===== config.mk =====
export PLATFORM = sky130hd
export DESIGN_NAME = mcp4922_rx
export DESIGN_NICKNAME = d
export VERILOG_FILES = /design/src/rtl/mcp4922_pkg.sv /design/src/rtl/mcp4922_rx_sync_edge.sv /design/src/rtl/mcp4922_rx.sv
export SDC_FILE = /design/constraint.sdc
export NUM_CORES = 1
export LEC_CHECK = 0
export ABC_AREA = 1
export CAP_MARGIN = 20
export CORE_MARGIN = 4
export CORE_UTILIZATION = 65
export DETAILED_ROUTE_END_ITERATION = 6
export DONT_BUFFER_PORTS = 1
export MAX_ROUTING_LAYER = met4
export PLACE_DENSITY = 0.81
export SLEW_MARGIN = 10
export SYNTH_ARGS = -nofsm -noshare
export SYNTH_HDL_FRONTEND = slang
export SYNTH_SLANG_ARGS = --single-unit

===== constraint.sdc =====
create_clock -name clk -period 2.9 [get_ports clk]
set_clock_uncertainty 0.2 [all_clocks]
set_input_delay 0.145 -clock clk [delete_from_list [all_inputs] [get_ports clk]]
set_output_delay 0.145 -clock clk [all_outputs]
set_load 0.1 [all_outputs]

===== src/rtl/mcp4922_pkg.sv =====
// Shared frame layout and receiver state encoding for the MCP4922 SPI receiver.
package mcp4922_pkg;

  // One DAC command word is 16 bits, shifted in MSB first.
  localparam int FRAME_BITS = 16;

  // Field positions inside a command word.
  localparam int AXIS_BIT  = 15;
  localparam int BUF_BIT   = 14;
  localparam int GAIN_BIT  = 13;
  localparam int SHDN_BIT  = 12;
  localparam int VALUE_MSB = 11;
  localparam int VALUE_LSB = 0;
  localparam int VALUE_W   = VALUE_MSB - VALUE_LSB + 1;

  // Bit counter: wide enough to hold one count past a full frame.
  localparam int              CNT_W    = 5;
  localparam logic [CNT_W-1:0] CNT_FULL = 5'd16;
  localparam logic [CNT_W-1:0] CNT_MAX  = 5'd17;

  typedef enum logic {
    ST_IDLE  = 1'b0,
    ST_SHIFT = 1'b1
  } rx_state_e;

endpackage


===== src/rtl/mcp4922_rx_sync_edge.sv =====
// Pin synchronizer with a one-flop history for rise/fall detection.
// Every flop resets to 0, so a pin held low across reset never looks like a fall.
module sync_edge #(
  parameter int SYNC_STAGES = 2
) (
  input  logic clk,
  input  logic reset,
  input  logic d_i,
  output logic q_o,
  output logic rise_o,
  output logic fall_o
);

  logic [SYNC_STAGES-1:0] sync_q;
  logic                   hist_q;

  // Synchronizer chain plus history flop of the synchronized level.
  always_ff @(posedge clk) begin
    if (reset) begin
      sync_q <= '0;
      hist_q <= 1'b0;
    end else begin
      sync_q[0] <= d_i;
      for (int i = 1; i < SYNC_STAGES; i++) begin
        sync_q[i] <= sync_q[i-1];
      end
      hist_q <= sync_q[SYNC_STAGES-1];
    end
  end

  assign q_o    = sync_q[SYNC_STAGES-1];
  assign rise_o = sync_q[SYNC_STAGES-1] & ~hist_q;
  assign fall_o = ~sync_q[SYNC_STAGES-1] & hist_q;

endmodule


===== src/rtl/mcp4922_rx.sv =====
// Receiver for MCP4922 DAC command frames, oversampling the SPI pins with clk.
// Decodes each 16-bit frame and models the two DAC channels (LDAC tied low).
module mcp4922_rx
  import mcp4922_pkg::*;
#(
  parameter int SYNC_STAGES = 2
) (
  input  logic               clk,
  input  logic               reset,
  input  logic               cs_n_pin,
  input  logic               sclk_pin,
  input  logic               sdi_pin,
  output logic               frame_valid,
  output logic               frame_error,
  output logic               frame_axis,
  output logic               frame_buf,
  output logic               frame_gain,
  output logic               frame_shdn_n,
  output logic [VALUE_W-1:0] frame_value,
  output logic [VALUE_W-1:0] dac_a,
  output logic [VALUE_W-1:0] dac_b,
  output logic               dac_a_on,
  output logic               dac_b_on
);

  logic cs_n_s, cs_rise, cs_fall;
  logic sclk_s, sclk_rise, sclk_fall;
  logic sdi_s, sdi_rise, sdi_fall;
  logic unused_edges;

  sync_edge #(.SYNC_STAGES(SYNC_STAGES)) u_sync_cs (
    .clk(clk), .reset(reset), .d_i(cs_n_pin),
    .q_o(cs_n_s), .rise_o(cs_rise), .fall_o(cs_fall)
  );

  sync_edge #(.SYNC_STAGES(SYNC_STAGES)) u_sync_sclk (
    .clk(clk), .reset(reset), .d_i(sclk_pin),
    .q_o(sclk_s), .rise_o(sclk_rise), .fall_o(sclk_fall)
  );

  sync_edge #(.SYNC_STAGES(SYNC_STAGES)) u_sync_sdi (
    .clk(clk), .reset(reset), .d_i(sdi_pin),
    .q_o(sdi_s), .rise_o(sdi_rise), .fall_o(sdi_fall)
  );

  // Only edges of cs_n/sclk and the level of sdi are needed.
  assign unused_edges = &{1'b0, cs_n_s, sclk_s, sclk_fall, sdi_rise, sdi_fall};

  rx_state_e              state_q, state_d;
  logic [FRAME_BITS-1:0]  shift_q, shift_d;
  logic [CNT_W-1:0]       cnt_q, cnt_d;
  logic                   good_q, good_d;
  logic                   err_q, err_d;

  logic                   valid_q, error_q;
  logic                   axis_q, buf_q, gain_q, shdn_n_q;
  logic [VALUE_W-1:0]     value_q, dac_a_q, dac_b_q;
  logic                   a_on_q, b_on_q;

  // Frame FSM and shifter next state; a cs_n fall in IDLE wins over any
  // coincident sclk rise, which is therefore not counted.
  always_comb begin
    state_d = state_q;
    shift_d = shift_q;
    cnt_d   = cnt_q;
    good_d  = 1'b0;
    err_d   = 1'b0;
    case (state_q)
      ST_IDLE: begin
        if (cs_fall) begin
          state_d = ST_SHIFT;
          shift_d = '0;
          cnt_d   = '0;
        end
      end
      ST_SHIFT: begin
        if (cs_rise) begin
          state_d = ST_IDLE;
          good_d  = (cnt_q == CNT_FULL);
          err_d   = (cnt_q != '0) && (cnt_q != CNT_FULL);
        end else if (sclk_rise) begin
          shift_d = {shift_q[FRAME_BITS-2:0], sdi_s};
          if (cnt_q != CNT_MAX) begin
            cnt_d = cnt_q + 1'b1;
          end
        end
      end
      default: state_d = ST_IDLE;
    endcase
  end

  // FSM, shifter, and end-of-frame verdict registers.
  always_ff @(posedge clk) begin
    if (reset) begin
      state_q <= ST_IDLE;
      shift_q <= '0;
      cnt_q   <= '0;
      good_q  <= 1'b0;
      err_q   <= 1'b0;
    end else begin
      state_q <= state_d;
      shift_q <= shift_d;
      cnt_q   <= cnt_d;
      good_q  <= good_d;
      err_q   <= err_d;
    end
  end

  // Publish the verdict one cycle after the frame closes; the shift register
  // still holds the finished word here even if the next frame is starting.
  always_ff @(posedge clk) begin
    if (reset) begin
      valid_q  <= 1'b0;
      error_q  <= 1'b0;
      axis_q   <= 1'b0;
      buf_q    <= 1'b0;
      gain_q   <= 1'b0;
      shdn_n_q <= 1'b0;
      value_q  <= '0;
      dac_a_q  <= '0;
      dac_b_q  <= '0;
      a_on_q   <= 1'b0;
      b_on_q   <= 1'b0;
    end else begin
      valid_q <= good_q;
      error_q <= err_q;
      if (good_q) begin
        axis_q   <= shift_q[AXIS_BIT];
        buf_q    <= shift_q[BUF_BIT];
        gain_q   <= shift_q[GAIN_BIT];
        shdn_n_q <= shift_q[SHDN_BIT];
        value_q  <= shift_q[VALUE_MSB:VALUE_LSB];
        if (shift_q[AXIS_BIT]) begin
          if (shift_q[SHDN_BIT]) begin
            dac_b_q <= shift_q[VALUE_MSB:VALUE_LSB];
          end
          b_on_q <= shift_q[SHDN_BIT];
        end else begin
          if (shift_q[SHDN_BIT]) begin
            dac_a_q <= shift_q[VALUE_MSB:VALUE_LSB];
          end
          a_on_q <= shift_q[SHDN_BIT];
        end
      end
    end
  end

  assign frame_valid  = valid_q;
  assign frame_error  = error_q;
  assign frame_axis   = axis_q;
  assign frame_buf    = buf_q;
  assign frame_gain   = gain_q;
  assign frame_shdn_n = shdn_n_q;
  assign frame_value  = value_q;
  assign dac_a        = dac_a_q;
  assign dac_b        = dac_b_q;
  assign dac_a_on     = a_on_q;
  assign dac_b_on     = b_on_q;

endmodule


Word level (Yosys, flattened, before mapping). Cells that the tools add are included.

Add/sub/neg operators: 1. Equality and inequality tests: 7. Bitwise gates (word level): 9. Reductions and logical operators: 9. Muxes and demuxes: 12.

Operators with widths (number): two-way mux 16 bit (3); case mux 16 bit (2 select lines) (1); two-way mux 5 bit (4); != test 5 bit, second input constant (2); case mux 5 bit (2 select lines) (1); AND reduction 3 bit (3); != test 2 bit, second input constant (3); inverter 1 bit (6); adder 5 x 1 -> 5 bit, second input constant (1); equality test 5 bit, second input constant (1); nonzero test 5 bit (1); AND reduction 2 bit (2); AND reduction 4 bit (1); AND 1 bit (3); OR reduction 3 bit (1); two-way mux 1 bit (2); != test 2 x 1 -> 1 bit, second input constant (1); case mux 1 bit (2 select lines) (1); logical AND 1 bit (1).

Input port bits: 5. Bits in registers: 76.

Depth between registers and ports, before layout. Gate-level depths: netlist (run 1).

Depth after elaboration: 5. Depth in mapped cells: 10. Depth with buffers taken out: 9.

Cells and area by module. From an unflattened synthesis (run 1), not the netlist that was laid out.

Cell total of the unflattened synthesis: 362. Area, all modules: 2866.5 um2.

Modules (own cells, without submodules): mcp4922_rx (sequential area each 1361.3 um2, instances 1, area each 2585.0 um2, cells each 326); sync_edge (sequential area each 60.1 um2, instances 3, area each 93.8 um2, cells each 12).

Worst setup path before layout (run 1). Ideal clock, no wire load.

Path kind: register to register. Start: register, netlist name dac_a_on. End: register a_on_q (netlist: dac_a_on). Clock period less this slack: 1531 ps. Library setup time: 70 ps. Buffers on the path: 0. Stages on the path, launching flop included: 3. Arrival: 1261 ps. Slack: 1369 ps. Cells stage by stage: dfxtp_1 o21ai_0 a21oi_1.

RTL lines: end signal: assignment (line mcp4922_rx.sv:142) `a_on_q <= shift_q[SHDN_BIT];`; end: declaration (line mcp4922_rx.sv:58) `logic a_on_q, b_on_q;`.

==> impl_metrics.toml, run 1 <==
[run_status]
outcome = "completed"

[power]
vdd.ir_drop.worst_uv = 451
power_density_nw_per_um2 = 602
power_switching_w = 0.000463
sequential_cell_fraction_of_total_power_pct = 53.6
intPower_w = 0.00157
pwr-share-comb_pct = 4.6
total_leakage_power_nw = 1.56
finalPower_w = 0.00204
pwr-share-clk_pct = 41.8
sw_frac_of_total_pct = 22.8

[worst_setup_path]
cp.arrival_ns = 2.12
critPathCaptureType = "register"
start_kind = "primary input"
crit_chain = "dlygate4sd3_1 -> inv_1 -> buf_4 -> o21ai_0 -> nor2_1"
cp_data_required_time_ns = 2.94
cpPeakStageDelay_ns = 1.01
timing.critical_path.slowest_stage_cell = "sky130_fd_sc_hd__dlygate4sd3_1"
critical_path_peak_fanout = 46
path_class = "primary input to register"

[floorplan]
dieWidth_um = 74.4
die_y_um = 74.4
top_level_ports = 49
die_area_sq_um = 5540
core_sq_um = 4140
num_rows = 23
start_util_pct = 69.2

[logic_synthesis]
synthArstFlopShare_pct = 0
yosysSeqAreaShare_pct = 53.1
synth_area_per_cell_sq_um = 7.39
netlist-cell-type-count = 22
yosysWarningCount = 0
synth_area_leader_cell = "sky130_fd_sc_hd__dfxtp_1"
synthMostInstantiatedCell = "sky130_fd_sc_hd__nor2_1"
synth_top_cell_area_share_pct = 53.1
ys_seq_elements = 76
synth_area_sq_um = 2870
synth_fp_nets = 396
number_of_enable_flip_flop_cells_after_synthesis = 0
synth_top_cells_by_area = "sky130_fd_sc_hd__dfxtp_1 53%, sky130_fd_sc_hd__nor2_1 14%, sky130_fd_sc_hd__nand2_1 9.4%"
synthTopCellsByCount = "106 x sky130_fd_sc_hd__nor2_1, 76 x sky130_fd_sc_hd__dfxtp_1, 72 x sky130_fd_sc_hd__nand2_1"
post_synth_inst_count = 388
synth-main-ff-cell = "sky130_fd_sc_hd__dfxtp_1"

[clocking]
max-clock-path-buffers = 2
clockRootBuffer = "sky130_fd_sc_hd__clkbuf_8"
cts.sink_count = 76
cts_repair_resize_count = 0
cts_buffers = 9
cts_tree = "done"
cts.htree.levels = 3
path_clk_slew_ns = 0.08
clkLatencyLatePin_ns = 0.35

[layout]
antenna_diode_count = 0
flow.area_growth_from_synthesis_pct = 18.0
register_area_sq_um = 1520
final_core_util_pct = 81.6
finish.net_count = 433
stdcell_count = 479
count_of_filler_cells_inserted_in_the_layout = 285
multi_input_area_sq_um = 1110
finish.instance_area_sq_um = 3380
fraction_of_final_layout_cells_with_drive_strength_greater_than_1_pct = 14.2

[timing]
fmax_mhz = 481
final-setup-viol-count = 0
final.min_clock_period_ns = 2.08
tightestPinTransition_ns = 0.973
grt_setup_unrepaired = "false"
final_min_period_over_clock_period_pct = 71.7
timing.final.hold_violations = 0
max-slew-margin-rel_pct = 35.0
setup_tns_ns = 0
drv_slew = 0

[drt]
route.detailed.drc = 0
drc_violation_total_after_the_first_tritonroute_iteration = 246
viasPerCell = 5.40
vias = 2586
wl_mm = 6.86
detail_route.wl_per_cell_um = 14.3
drt.antenna.violating_nets = 0
firstDrtPassIters = 5

[place]
hpwl_mm = 4.29
place.detailed.instances = 460
numPortBuffers = 0
standard_cell_area_after_detailed_placement_sq_um = 3140
gpl.final_weighted_congestion = 0.883

[grt]
grt_max_degree = 47
grt-ovfl-total = 0
global_route_wire_length_before_repair_mm = 10.9
grt_use_met2_pct = 42.6
initial_antenna_violation_count = 0
groute.usage.overall_pct = 27.2
vias_in_the_first_global_route = 2339
globalRoute.busiestLayer = "met2"
gr-usage-met3_pct = 7.43
globalRouteMet1Util_pct = 33.4

[hold_path]
hold_class = "register to register"

[flow_run]
drv.max_cap_violation_count = 0
cell usage in the layout, fill, tap and decap left out:
cell type / instances
sky130_fd_sc_hd__clkinvlp_4: 1
sky130_fd_sc_hd__ha_1: 3
sky130_fd_sc_hd__nand4_1: 1
sky130_fd_sc_hd__a21oi_2: 1
sky130_fd_sc_hd__clkinv_2: 2
sky130_fd_sc_hd__nor4_1: 1
sky130_fd_sc_hd__nand2_1: 72
sky130_fd_sc_hd__nor2_1: 106
sky130_fd_sc_hd__nand2_2: 1
sky130_fd_sc_hd__clkbuf_8: 9
sky130_fd_sc_hd__clkbuf_1: 1
sky130_fd_sc_hd__inv_1: 33
sky130_fd_sc_hd__nor3b_1: 1
sky130_fd_sc_hd__a21oi_1: 22
sky130_fd_sc_hd__dlygate4sd3_1: 4
sky130_fd_sc_hd__nor2_4: 1
sky130_fd_sc_hd__nand3_2: 1
sky130_fd_sc_hd__bufinv_16: 2
sky130_fd_sc_hd__dfxtp_1: 76
sky130_fd_sc_hd__inv_2: 1
sky130_fd_sc_hd__buf_4: 42
sky130_fd_sc_hd__nand3_1: 7
sky130_fd_sc_hd__clkinv_1: 1
sky130_fd_sc_hd__o21ai_0: 40
path summary, 6_finish.rpt:
kind / slack (ns) / depth (start not counted) / startpoint / end
max: 0.82 / 5 / reset / dac_a[0]$_SDFFE_PP0P_
min: 0.20 / 2 / u_sync_sclk.sync_q[0]$_SDFF_PP0_ / u_sync_sclk.sync_q[1]$_SDFF_PP0_
max reg2reg: 0.99 / 6 / good_q$_SDFF_PP0_ / dac_a[0]$_SDFFE_PP0P_
min reg2reg: 0.20 / 2 / u_sync_sclk.sync_q[0]$_SDFF_PP0_ / u_sync_sclk.sync_q[1]$_SDFF_PP0_
repair_timing:
action                    4_1_cts  5_1_grt
hold buffers                    4        0
hold endpoints to repair       30        0
buffers inserted                0        0
stage by stage:
| stage | setup slack, ns | hold slack (ns) |
|---|---|---|
| after floorplan | 1.37 | 0.0520 |
| after global placement | 1.15 | 0.0168 |
| after detailed placement | 1.08 | 0.0192 |
| after CTS | 0.864 | 0.205 |
| after global routing | 0.668 | 0.222 |
| final | 0.821 | 0.204 |
state kept, by name, summed over array words and instances (netlist names), 2 cells and up:
signal / cells
frame_value: 12
u_sync_cs.sync_q: 2
dac_b: 12
u_sync_sdi.sync_q: 2
u_sync_sclk.sync_q: 2
shift_q: 16
cnt_q: 5
dac_a: 12
logic make-up after synthesis:
kind of cell / after synthesis / share of synthesized area [%]
adders and majority gates: 3 / 1.31
AOI/OAI and AO/OA: 63 / 11.1
and+or+nand+nor: 191 / 26.2
buffers and inverters: 55 / 8.33
DFF: 76 / 53.1
power groups by stage:
stage | combinational [W] | sequential [W] | clock (W)
floorplan | 0.0000762 | 0.00111 | 0
global placement | 0.0000773 | 0.00111 | 0
detailed placement | 0.0000825 | 0.00112 | 0
CTS | 0.0000920 | 0.00109 | 0.000854
global route | 0.000107 | 0.00110 | 0.000905
finish | 0.0000931 | 0.00109 | 0.000851
final cells by class:
cell class | instances | area share (%)
sequential | 76 | 45.0
multi-input combinational | 257 | 32.7
clock inverter | 5 | 2.29
timing repair buffer | 46 | 10.5
clock buffer | 10 | 3.77
inverter | 35 | 3.88
tap | 50 | 1.85
routing by layer:
metal,vias up,part of all wire (%)
met1,1185,41
met3,16,8.9
met4,0,2.3
met2,114,48
li1,1271,-
met5,-,0
critical path, delay by kind of cell:
kind                   cells  cell delay [ns]
buffers and inverters      3             1.72
AOI/OAI and AO/OA          1             0.16
and+or+nand+nor            1             0.07
Power figures use the tool's default switching activity.
==> inputs of run 2 (changes only) <==
CORE_UTILIZATION = 55   (was 65)
PLACE_DENSITY = 0.73   (was 0.81)
clock period = 1.8 ns   (was 2.9 ns; I/O delays follow)
==> impl_metrics.toml, run 2 (synthesis gave the netlist of run 1 again) <==
[floorplan]
start_util_pct = 56.5
num_rows = 26
top_level_ports = 49
dieWidth_um = 80.2
die_y_um = 80.2
die_area_sq_um = 6430
core_sq_um = 5070

[worst_setup_path]
start_kind = "primary input"
cp.arrival_ns = 1.63
crit_chain = "dlygate4sd3_1 -> inv_1 -> buf_4 -> o21ai_0 -> a21oi_1"
timing.critical_path.slowest_stage_cell = "sky130_fd_sc_hd__dlygate4sd3_1"
path_depth_of_the_worst_reg2reg_path = 8
cp_data_required_time_ns = 1.82
critical_path_peak_fanout = 34
crit-reg2reg-capture = "cnt_q[0]$_SDFFE_PP0P_"
number_of_gates_on_the_worst_path_with_buffers_counted = 5
cpPeakStageDelay_ns = 0.95
worstPathBufferInverterCount = 3
ff2ff_setup_slack_ns = 0.29
path_class = "primary input to register"
critPathCaptureType = "register"
crit_family = "buffers and inverters"
reg2reg_from = "state_q$_SDFF_PP0_"

[clocking]
cts_repair_resize_count = 0
cts_setup_buffers = 0
cts.sink_count = 76
path_clk_slew_ns = 0.08
cts_buffers = 9
clockRootBuffer = "sky130_fd_sc_hd__clkbuf_8"
cts.htree.levels = 3
cts_hold_buf = 4
clkLatencyLatePin_ns = 0.34
max-clock-path-buffers = 2
cts_tree = "done"

[layout]
mostFrequentLayoutCells = "106 x sky130_fd_sc_hd__nor2_1, 76 x sky130_fd_sc_hd__dfxtp_1, 72 x sky130_fd_sc_hd__nand2_1"
finish.net_count = 443
fraction_of_final_layout_cells_with_drive_strength_greater_than_1_pct = 16.1
flow.area_growth_from_synthesis_pct = 20.7
max_flop_register = "shift_q"
antenna_diode_count = 0
count_of_filler_cells_inserted_in_the_layout = 458
layout_commonest_cell = "sky130_fd_sc_hd__nor2_1"
largest_reg_flops = 16
stdcell_count = 510

[place]
numPortBuffers = 0
gpl.final_weighted_congestion = 0.835
hpwl_mm = 4.14
place.detailed.instances = 490
preCtsSetupSlack_ns = 0.296

[grt]
vias_in_the_first_global_route = 2251
initial_antenna_violation_count = 0
gr-usage-met3_pct = 4.37
global_route_wire_length_before_repair_mm = 10.4
groute.usage.overall_pct = 21.2
globalRouteMet1Util_pct = 26.9
grt-ovfl-total = 0
grt_use_met2_pct = 32.9
grt_max_degree = 35
globalRoute.busiestLayer = "met2"

[timing]
tightestPinTransition_ns = 0.643
timing.final.hold_violations = 0
final_min_period_over_clock_period_pct = 89.4
fmax_mhz = 622
drv_slew = 0
final.min_clock_period_ns = 1.61
max-slew-margin-rel_pct = 57.0
grt_setup_unrepaired = "false"
final-setup-viol-count = 0
layout_setup_ws_ns = 0.192
whs_ns = 0.203
setup_tns_ns = 0

[power]
power_density_nw_per_um2 = 874
pwr-share-comb_pct = 5.0
pwr-share-clk_pct = 37.0
intPower_w = 0.00231
total_leakage_power_nw = 1.59
sequential_cell_fraction_of_total_power_pct = 58.0
vdd.ir_drop.worst_uv = 560
sw_frac_of_total_pct = 23.7
power_switching_w = 0.000718

[drt]
drc_violation_total_after_the_first_tritonroute_iteration = 193
wl_mm = 6.06
vias = 2486
route.detailed.drc = 0
viasPerCell = 4.87
detail_route.wl_per_cell_um = 11.9
firstDrtPassIters = 4
drt.antenna.violating_nets = 0

[hold_path]
holdCritStartpoint = "u_sync_sdi.sync_q[0]$_SDFF_PP0_"
worst_hold_path.endpoint = "u_sync_sdi.sync_q[1]$_SDFF_PP0_"
timing.hold.worst_path_depth = 2
hold_class = "register to register"

[flow_run]
drv.max_cap_violation_count = 0

[run_status]
outcome = "completed"
## run 2: worst max-delay path by stage
stage,from,endpoint,slack [ns]
floorplan,dac_a_on$_SDFFE_PP0P_,dac_a_on$_SDFFE_PP0P_,0.27
global placement,state_q$_SDFF_PP0_,cnt_q[3]$_SDFFE_PP0P_,0.34
detailed placement,state_q$_SDFF_PP0_,cnt_q[1]$_SDFFE_PP0P_,0.30
CTS,reset,dac_b[5]$_SDFFE_PP0P_,0.15
global route,reset,dac_a[11]$_SDFFE_PP0P_,0.0009
finish,reset,dac_b[11]$_SDFFE_PP0P_,0.19
## run 2: power groups by stage
stage          clock (W)  combinational, W  sequential [W]
6_report         0.00112          0.000150         0.00175
5_1_grt          0.00123          0.000177         0.00176
4_1_cts          0.00114          0.000151         0.00175
3_5_place_dp           0          0.000139         0.00179
3_3_place_gp           0          0.000133         0.00179
2_1_floorplan          0          0.000123         0.00178
## run 2: layer usage
metal	vias up	part of all wire, %	wire (um)
met3	12	5.4	327
met2	71	46	2800
li1	1292	-	-
met4	0	2.0	120
met1	1111	46	2810
met5	-	0	0
## run 2: worst reg2reg max path, cell delays in order (launching register included)
cell,delay [ns]
sky130_fd_sc_hd__dfxtp_1,0.38
sky130_fd_sc_hd__buf_4,0.27
sky130_fd_sc_hd__nand2_1,0.08
sky130_fd_sc_hd__inv_1,0.05
sky130_fd_sc_hd__nand3_1,0.07
sky130_fd_sc_hd__nand3_2,0.18
sky130_fd_sc_hd__nand2_1,0.08
sky130_fd_sc_hd__nand2_1,0.06
sky130_fd_sc_hd__nor2_1,0.04
## run 2: area by class of cell
class                   instances  area [sq um]  share of cell area [%]
clock buffers                  12           145                    4.19
clock inverters                 4          25.0                   0.723
inverters                      35           131                    3.80
multi-input cells             257          1110                    32.0
flip-flops and latches         76          1520                    44.0
well taps                      70          87.6                    2.53
repair buffers                 56           443                    12.8
## run 2: stage by stage
stage	instance area, sq um	utilization [%]	power [W]
6_report	3460	68.2	0.00302
2_1_floorplan	2870	-	0.00190
5_1_grt	3460	68.2	0.00316
3_5_place_dp	3250	64.1	0.00193
3_3_place_gp	3250	64.1	0.00193
4_1_cts	3460	68.2	0.00305
